--- src/rtl/fm_mult_sched_pkg.sv ---
// fm_pkg: shared FSM state, bus widths and product slice positions for fm_mult_sched
package fm_pkg;
    typedef enum logic [1:0] {IDLE, OP_FM, OP_D, OP_MIX} state_e;
    localparam int FREQ_W  = 24;
    localparam int DSP_A_W = 24;
    localparam int DSP_B_W = 18;
    localparam int DSP_P_W = 48;
    localparam int DEPTH_W = 18;
    // mod_freq = P[37:14], depth = P[29:12], mixed_freq = P[44:21]
    localparam int MF_LSB  = 14;
    localparam int D_LSB   = 12;
    localparam int MX_LSB  = 21;
endpackage

--- src/rtl/fm_mult_sched_if.sv ---
// fm_mult_sched_if: operand/product bus to the shared DSP48 macro (P = A*B + C)
//   master: drives dsp_a/dsp_b/dsp_c, receives dsp_p
//   slave : the DSP macro side
interface fm_mult_sched_if;
    import fm_pkg::*;
    logic [DSP_A_W-1:0] dsp_a;
    logic [DSP_B_W-1:0] dsp_b;
    logic [DSP_P_W-1:0] dsp_c;
    logic [DSP_P_W-1:0] dsp_p;
    modport master (output dsp_a, dsp_b, dsp_c, input dsp_p);
    modport slave (input dsp_a, dsp_b, dsp_c, output dsp_p);
endinterface

--- src/rtl/fm_mult_sched.sv ---
// fm_mult_sched: schedules the three multiplies of one FM sample onto a shared DSP48
//   clk, reset (sync, active-low)
//   sample_tick, fundamental (14.10), harmonicity (3.13), mod_index (7.9), mod_sig (0.24)
//   dsp            : operand/product bus to the external DSP macro
//   mod_freq, mixed_freq (15.9) with one-cycle valid strobes, busy, sticky overrun
module fm_mult_sched
    import fm_pkg::*;
#(
    parameter int DSP_LATENCY = 3
) (
    input  logic              clk,
    input  logic              reset,
    input  logic              sample_tick,
    input  logic [FREQ_W-1:0] fundamental,
    input  logic [15:0]       harmonicity,
    input  logic [15:0]       mod_index,
    input  logic [FREQ_W-1:0] mod_sig,
    fm_mult_sched_if.master   dsp,
    output logic [FREQ_W-1:0] mod_freq,
    output logic [FREQ_W-1:0] mixed_freq,
    output logic              mod_freq_valid,
    output logic              mixed_freq_valid,
    output logic              busy,
    output logic              overrun
);
    localparam int CW = $clog2(DSP_LATENCY + 2);
    localparam logic [CW-1:0] LAST = CW'(DSP_LATENCY);

    state_e              state_q;
    logic [CW-1:0]       cnt_q;
    logic [FREQ_W-1:0]   fund_q, mod_sig_q, mod_freq_q, mixed_q;
    logic [15:0]         harm_q, mi_q;
    logic [DEPTH_W-1:0]  depth_q;
    logic                mfv_q, mxv_q, busy_q, ovr_q;
    logic [DSP_P_W-1:0]  p;
    logic                unused_p;

    assign p        = dsp.dsp_p;
    assign unused_p = ^{p[DSP_P_W-1:MX_LSB+FREQ_W], p[D_LSB-1:0]};

    // Operands are decoded from registered state and snapshots, so they stay
    // constant for the whole op and each new op sees the freshly captured result.
    assign dsp.dsp_a = state_q == OP_FM  ? fund_q :
                       state_q == OP_D   ? mod_freq_q :
                       state_q == OP_MIX ? mod_sig_q : '0;
    assign dsp.dsp_b = state_q == OP_FM  ? {2'b0, harm_q} :
                       state_q == OP_D   ? {2'b0, mi_q} :
                       state_q == OP_MIX ? depth_q : '0;
    assign dsp.dsp_c = state_q == OP_MIX ? {4'b0, fund_q, 20'b0} : '0;

    always_ff @(posedge clk) begin
        if (!reset) begin
            state_q    <= IDLE;
            cnt_q      <= '0;
            fund_q     <= '0;
            harm_q     <= '0;
            mi_q       <= '0;
            mod_sig_q  <= '0;
            depth_q    <= '0;
            mod_freq_q <= '0;
            mixed_q    <= '0;
            mfv_q      <= 1'b0;
            mxv_q      <= 1'b0;
            busy_q     <= 1'b0;
            ovr_q      <= 1'b0;
        end else begin
            mfv_q <= 1'b0;
            mxv_q <= 1'b0;
            if (state_q == IDLE) begin
                if (sample_tick) begin
                    state_q   <= OP_FM;
                    cnt_q     <= '0;
                    busy_q    <= 1'b1;
                    fund_q    <= fundamental;
                    harm_q    <= harmonicity;
                    mi_q      <= mod_index;
                    mod_sig_q <= mod_sig;
                end
            end else begin
                if (sample_tick)
                    ovr_q <= 1'b1;
                cnt_q <= cnt_q == LAST ? '0 : cnt_q + 1'b1;
                // dsp_p reflects this op's operands only once the pipe has filled
                if (cnt_q == LAST) begin
                    case (state_q)
                        OP_FM: begin
                            mod_freq_q <= p[MF_LSB +: FREQ_W];
                            mfv_q      <= 1'b1;
                            state_q    <= OP_D;
                        end
                        OP_D: begin
                            depth_q <= p[D_LSB +: DEPTH_W];
                            state_q <= OP_MIX;
                        end
                        default: begin
                            mixed_q <= p[MX_LSB +: FREQ_W];
                            mxv_q   <= 1'b1;
                            busy_q  <= 1'b0;
                            state_q <= IDLE;
                        end
                    endcase
                end
            end
        end
    end

    assign mod_freq         = mod_freq_q;
    assign mixed_freq       = mixed_q;
    assign mod_freq_valid   = mfv_q;
    assign mixed_freq_valid = mxv_q;
    assign busy             = busy_q;
    assign overrun          = ovr_q;
endmodule

--- src/flat_wrapper.sv ---
// flat-port wrapper written by rule: the top's interface ports become plain ports
module fm_mult_sched_flat import fm_pkg::*;
#(
    parameter int DSP_LATENCY = 3
)
  (clk, reset, sample_tick, fundamental, harmonicity, mod_index, mod_sig, mod_freq, mixed_freq, mod_freq_valid, mixed_freq_valid, busy, overrun, dsp_dsp_a, dsp_dsp_b, dsp_dsp_c, dsp_dsp_p);
  fm_mult_sched_if dsp_i ();
  input  logic clk;
  input  logic reset;
  input  logic sample_tick;
  input  logic [FREQ_W-1:0] fundamental;
  input  logic [15:0] harmonicity;
  input  logic [15:0] mod_index;
  input  logic [FREQ_W-1:0] mod_sig;
  output logic [FREQ_W-1:0] mod_freq;
  output logic [FREQ_W-1:0] mixed_freq;
  output logic mod_freq_valid;
  output logic mixed_freq_valid;
  output logic busy;
  output logic overrun;
  output wire logic [$bits(dsp_i.dsp_a)-1:0] dsp_dsp_a;
  output wire logic [$bits(dsp_i.dsp_b)-1:0] dsp_dsp_b;
  output wire logic [$bits(dsp_i.dsp_c)-1:0] dsp_dsp_c;
  input wire logic [$bits(dsp_i.dsp_p)-1:0] dsp_dsp_p;
  assign dsp_dsp_a = dsp_i.dsp_a;
  assign dsp_dsp_b = dsp_i.dsp_b;
  assign dsp_dsp_c = dsp_i.dsp_c;
  assign dsp_i.dsp_p = dsp_dsp_p;
  fm_mult_sched #(.DSP_LATENCY(DSP_LATENCY)) u_core (.clk(clk), .reset(reset), .sample_tick(sample_tick), .fundamental(fundamental), .harmonicity(harmonicity), .mod_index(mod_index), .mod_sig(mod_sig), .dsp(dsp_i), .mod_freq(mod_freq), .mixed_freq(mixed_freq), .mod_freq_valid(mod_freq_valid), .mixed_freq_valid(mixed_freq_valid), .busy(busy), .overrun(overrun));
endmodule
--- config.mk ---
export PLATFORM = sky130hd
export DESIGN_NAME = fm_mult_sched_flat
export DESIGN_NICKNAME = d
export VERILOG_FILES = /design/src/rtl/fm_mult_sched_pkg.sv /design/src/rtl/fm_mult_sched_if.sv /design/src/rtl/fm_mult_sched.sv /design/src/flat_wrapper.sv
export SDC_FILE = /design/constraint.sdc
export NUM_CORES = 1
export LEC_CHECK = 0
export ABC_CLOCK_PERIOD_IN_PS = 2000
export CORE_AREA = 2 2 130 132
export CTS_CLUSTER_SIZE = 8
export DETAILED_ROUTE_END_ITERATION = 12
export DIE_AREA = 0 0 132 134
export GPL_TIMING_DRIVEN = 0
export PLACE_DENSITY = 0.8
export SLEW_MARGIN = 20
export SYNTH_ARGS = -nofsm -noshare
export SYNTH_HDL_FRONTEND = slang
export SYNTH_SLANG_ARGS = --single-unit
--- constraint.sdc ---
create_clock -name clk -period 2 [get_ports clk]
set_input_delay 0.3 -clock clk [delete_from_list [all_inputs] [get_ports clk]]
set_output_delay 0.3 -clock clk [all_outputs]
set_load 0.05 [all_outputs]
==> qor.txt <==
drt first pass iters = 6
worst r2r src = u_core.state_q[0]
crit path time final = 2270 ps
placement row count = 47
width of the die = 132 um
Final Max Tran Viols = 0
Pwr per Cell Area = 817.8 mW/mm^2
total track usage = 0.2714
Ys Warns = 0
Port Buf Inserts = 232
Via density = 5.151
fin nets = 1,355
Post-route DRC = 0
Design Area, Final = 0.01159 mm^2
GP Congestion = 0.8954
Max Clock Skew = 9.063 ps
Crit Path Category = register to output pin
hold path start = fundamental[7]
share of layout cells above drive strength 1 = 0.2512
peak supply drop = 0.5559 mV
largest net degree at the start of global routing = 17
total die area = 0.01769 mm^2
HPWL Detailed = 17,540 um
Pleak = 4.857 nW
Post-Route WL = 24,950 um
slack of the critical path = -270.4 ps
Inserted Clock Buffers = 17
Starting Density = 0.4410
fin cells = 1,450
switch share = 0.3019
Place WS = -1044 ps
RSZ-0062 raised after global routing = true
clock slew at reported path FFs = 70 ps
Netlist cell types = 35
detailed-route via count = 7,469
Max Clk Rate = 440.5 MHz
CTS tree = built
post-synthesis sequential area ratio = 0.4319
Area Growth Syn to Fin = 61.39%
largest area contributor in the netlist = dfxtp_1
Hold Buf Count CTS = 0
outcome = finished, violations left
arrival time worst endpoint = 1970 ps
switching pwr = 2.863 mW
Clock Power Share = 0.382
Cell Int Power = 6.619 mW
Worst Tran Pin Value = 582.2 ps
Synth top area share = 0.4319
Slew Limit Headroom = 0.6107
CP startpoint = u_core.state_q[0]
cell area after synthesis = 0.007184 mm^2
worst skew pair latency = 430 ps
commonest non-fill, non-tap cells in the layout = nand2_1, dfxtp_1, clkdlybuf4s50_1, a21boi_1, buf_6
Routed Antenna Nets = 0
mean area per synthesized cell = 7.767 um^2
H-Tree Depth = 4
Hold Crit Class = primary input to register
total grt overflow = 0
combinational share of power = 0.257
synth top area cells = dfxtp_1, nand2_1, a21boi_1
sequential share of power = 0.361
chip height = 134 um
Routed WL per cell = 17.21 um
Setup crit end kind = output pin
most common cell after layout, fill and taps aside = nand2_1
first-pass GRT wire length = 37,760 um
Initial DRC Count = 464
CTS max path bufs = 2
core footprint = 0.01629 mm^2
CTS Sinks = 155
dpl cell area = 0.01003 mm^2
register bit total from synthesis = 155
initial antenna violation count = 0
Layout fillers = 1,259
Mapped Cells = 925
placed instance count = 1,400
Hold WS = 410.0 ps
Max-Cap Viols = 0
worst-path fanout max = 7
# diodes = 0
failing checks = negative setup slack
period utilization = 1.135
TNS Setup = -10,340 ps
vias in the first global route = 7,168
critical path launch point type = register
Required @ worst endpoint = 1700 ps
final setup vio count = 63
Fin. Hold Viols = 0
Ports = 273
Root Driver = clkbuf_16
-- flip-flops by register name, indices dropped and copies added (netlist names) --
name / cells
u_core.mixed_freq: 24
u_core.mod_freq_valid: 1
u_core.mod_freq: 24
u_core.mi_q: 16
u_core.fund_q: 24
u_core.mod_sig_q: 24
u_core.mixed_freq_valid: 1
u_core.depth_q: 18
u_core.state_q: 2
u_core.cnt_q: 3
u_core.harm_q: 16
u_core.busy: 1
u_core.overrun: 1
-- worst max-delay path, cell delays in order, from the launching register on --
cell,delay [ps]
dfxtp_4,360
buf_12,120
ha_4,190
buf_8,140
buf_6,120
and3b_1,170
a21oi_2,180
o21ai_2,90
buf_6,150
-- cells in the mapped netlist --
cell type and n:
and4bb_2 1, clkbuf_1 39, and4b_1 1, ha_1 6, nand2_1 296, nor2_1 2
a21oi_1 41, nand3b_1 1, o211a_1 1, nor4bb_1 2, buf_6 3, buf_1 3
mux2i_1 1, nand3_1 43, nand2b_1 1, a21boi_0 12, clkbuf_2 1, mux2_2 1
and3b_1 41, conb_1 1, or4b_1 1, buf_2 29, o21a_1 1, dfxtp_1 155
nand4bb_1 1, inv_1 3, a21boi_1 94, o21ai_0 69, and2_1 25, nor4b_1 1
a22oi_1 1, nor2b_1 4, o21ai_1 16, buf_4 27, nor2b_4 1
-- per-stage QoR --
step	total power, mW	utilization
6_report	9.482	0.7118
4_1_cts	9.295	0.6942
3_3_place_gp	5.387	0.6158
3_5_place_dp	5.418	0.6158
5_1_grt	9.783	0.7118
2_1_floorplan	4.707	-
-- cell type report --
cell class,instances,area (um^2),share of cell area
sequential,155,3110,0.2683
clock inverter,11,191.4,0.01651
clock buffer,20,466.7,0.04025
inverter,3,13.76,0.001187
timing repair buffer,252,2688,0.2318
buffer,101,788.3,0.06798
multi-input combinational,688,4061,0.3503
tap,220,275.3,0.02374
-- routing by layer --
metal | track usage | vias to the layer above | part of all wire
met3 | 0.07559 | 44 | 0.083
li1 | - | 3615 | -
met1 | 0.3404 | 3498 | 0.42
met5 | 0 | - | 0
met4 | 0.09541 | 0 | 0.021
met2 | 0.4494 | 312 | 0.48
-- power by group through the flow --
stage                     sequential (mW)  combinational [mW]  clock [mW]
final                                3.42                2.44        3.62
after CTS                            3.42                2.27        3.61
after global routing                 3.44                2.60        3.74
after detailed placement             3.47                1.95           0
after global placement               3.46                1.93           0
after floorplan                      3.47                1.24           0
-- repair_timing --
item | in CTS | in global routing
endpoints found under the hold margin | 0 | 0
setup buffers | 5 | 6
endpoints found under the setup margin | 71 | 80
resized for setup | 587 | 77
pin swaps | 5 | 10
gates cloned | 7 | 3
-- worst paths after layout --
path | to | slack, ps | depth (start not counted)
max | dsp_dsp_a[20] | -270 | 8
min | u_core.fund_q[7] | 410 | 3
max reg2reg | u_core.mod_freq[17] | 20 | 7
min reg2reg | u_core.mod_sig_q[12] | 450 | 2
-- logic make-up (layout without fill, tap and decap cells) --
logic type      Yosys count  count (layout)  synth area share
simple gates            421             421            0.2748
compound gates          235             235            0.2020
flops                   155             155            0.4319
buf+inv                 105             387           0.07732
fa+ha+maj                 6               6           0.01045
mux                       2               2          0.002961
other cells               1              24         0.0005220
(Power assumes the default switching activity.)
==> patch: new RTL, same settings <==
`DSP_LATENCY` is set to 3 in 2 places; all go to 2.
--- a/src/rtl/fm_mult_sched.sv
+++ b/src/rtl/fm_mult_sched.sv
@@ -6,7 +6,7 @@
 module fm_mult_sched
     import fm_pkg::*;
 #(
-    parameter int DSP_LATENCY = 3
+    parameter int DSP_LATENCY = 2
 ) (
     input  logic              clk,
     input  logic              reset,
--- a/src/flat_wrapper.sv
+++ b/src/flat_wrapper.sv
@@ -1,7 +1,7 @@
 // flat-port wrapper written by rule: the top's interface ports become plain ports
 module fm_mult_sched_flat import fm_pkg::*;
 #(
-    parameter int DSP_LATENCY = 3
+    parameter int DSP_LATENCY = 2
 )
   (clk, reset, sample_tick, fundamental, harmonicity, mod_index, mod_sig, mod_freq, mixed_freq, mod_freq_valid, mixed_freq_valid, busy, overrun, dsp_dsp_a, dsp_dsp_b, dsp_dsp_c, dsp_dsp_p);
   fm_mult_sched_if dsp_i ();
Behaviour: not the same (a bounded check fails within 10 cycles, from zero or initial values and one cycle with reset low).
==> patch against the original RTL <==
The flow still finishes with violations (negative setup slack); synthesized cell count is 0.54% lower; setup slack better by 0.051 ns; sequential power is 3% lower; design area is 2.2% lower; total power is 13% lower; die area stayed put; worst hold slack better by 0.00098 ns; via count is 0.95% lower; count of clock-buffer cells in the layout is 1 higher; wire length is 1.8% lower; sequential cell count is 1 lower; sequential share of layout area is 0.43 points higher; area after synthesis is 0.47% higher; core utilization is 1.6 points lower; critical path type unchanged; critical endpoint unchanged; largest power group is now sequential cells; highest routed layer unchanged.
==> patch: results (changes against the original RTL) <==
R2R Setup Slk: 0.06 ns (was 0.02 ns)
Net Sw Frac: 28.4% (was 30.2%)
Adder-cell share of the synthesized area: 0.867% (was 1.04%)
Cells after synthesis: 920 (was 925)
Maximum vdd drop: 0.000633 V (was 0.000556 V)
Share of layout cells above drive strength 1: 25.6% (was 25.1%)
Hold depth: 4 (was 3)
Vias in the first global route: 7277 (was 7168)
Drt pass-1 iters: 5 (was 6)
Critical path's largest stage delay: 0.38 ns (was 0.36 ns)
Post-detail-place hpwl: 17400 um (was 17500 um)
Clock group: 3.31 mW (was 3.62 mW)
Met1 wire length: 10300 um (was 10500 um)
Unique masters post-synth: 34 (was 35)
First-pass GRT wire length: 38000 um (was 37800 um)
RR Startpoint: u_core.state_q[0]$_SDFFE_PN0P_ (unchanged)
Sequential power: 3.31 mW (was 3.42 mW)
Outcome: finished, violations left (unchanged)
WL met2: 12000 um (was 11900 um)
Setup ws final: -0.219 ns (was -0.270 ns)
Mux contribution to synthesized area: 0.277% (was 0.296%)
GPL Wtd Cong: 0.859 (was 0.895)
Compound-cell area share of the yosys netlist: 20.4% (was 20.2%)
CP arrival: 1.92 ns (was 1.97 ns)
Total GRT Usage: 27.4% (was 27.1%)
Leak pwr: 4.71 nW (was 4.86 nW)
Clk_skew: 0.00448 ns (was 0.00906 ns)
Yosys warns: 0 (unchanged)
Sequential element share of the synthesized area: 42.7% (was 43.2%)
Met3 WL: 1730 um (was 2080 um)
Final setup TNS: -7.35 ns (was -10.34 ns)
Total chip power: 8.24 mW (was 9.48 mW)
Via count: 7398 (was 7469)
Reg2Reg Depth: 9 (was 7)
Synth cell count leaders: nand2_1, dfxtp_1, a21boi_1, o21ai_1, a21oi_1 (was nand2_1, dfxtp_1, a21boi_1, o21ai_0, nand3_1)
Initial DRC Count: 362 (was 464)
Drt total wl: 24500 um (was 25000 um)
Final Instance Count excl. Fillers: 1438 (was 1450)
FILL cells: 1319 (was 1259)
Hold Crit Start: reset (was fundamental[7])
Area contributors post-synth: dfxtp_1, nand2_1, a21boi_1, and3b_1, o21ai_1 (was dfxtp_1, nand2_1, a21boi_1, and3b_1, o21ai_0)
Final number of setup-violating endpoints: 42 (was 63)
Worst r2r dst: u_core.mod_sig_q[16]$_SDFFE_PN0P_ (was u_core.mod_freq[17]$_SDFFE_PN0P_)
Slew headroom: 62.0% (was 61.1%)
Dpl ws: -0.845 ns (was -1.04 ns)
Failing checks: negative setup slack (unchanged)
WHS: 0.411 ns (was 0.410 ns)
## patch: cell types whose count changed in the layout (fill, tap and decap cells not counted), moves of 10 or more
cell / unedited run / this run
nand3_2: 0 / 10
o21ai_1: 4 / 18
and2_1: 11 / 25
o21ai_2: 37 / 50
o21ai_0: 41 / 15
and2_4: 14 / 0
nand3_1: 43 / 32
## patch: timing repair
action	CTS	global route
resized for setup	563	47
gates cloned	5	1
buffers inserted	4	1
pin swaps	12	5
endpoints found under the setup margin	66	155
## patch: per-layer routing
layer,vias to the layer above,track usage (%)
li1,3586,-
met1,3495,34.1
met2,282,46.8
met3,35,6.76
met4,0,8.82
met5,-,0
## patch: layout make-up
class                           count  area [um2]  share of cell area (%)
Tap cell                          220         275                    2.43
Inverter                            4        17.5                   0.154
Clock buffer                       21         450                    3.97
Timing Repair Buffer              243        2540                    22.4
Sequential cell                   154        3090                    27.3
Buffer                            103         759                    6.70
Clock inverter                     11         145                    1.28
Multi-Input combinational cell    682        4060                    35.8
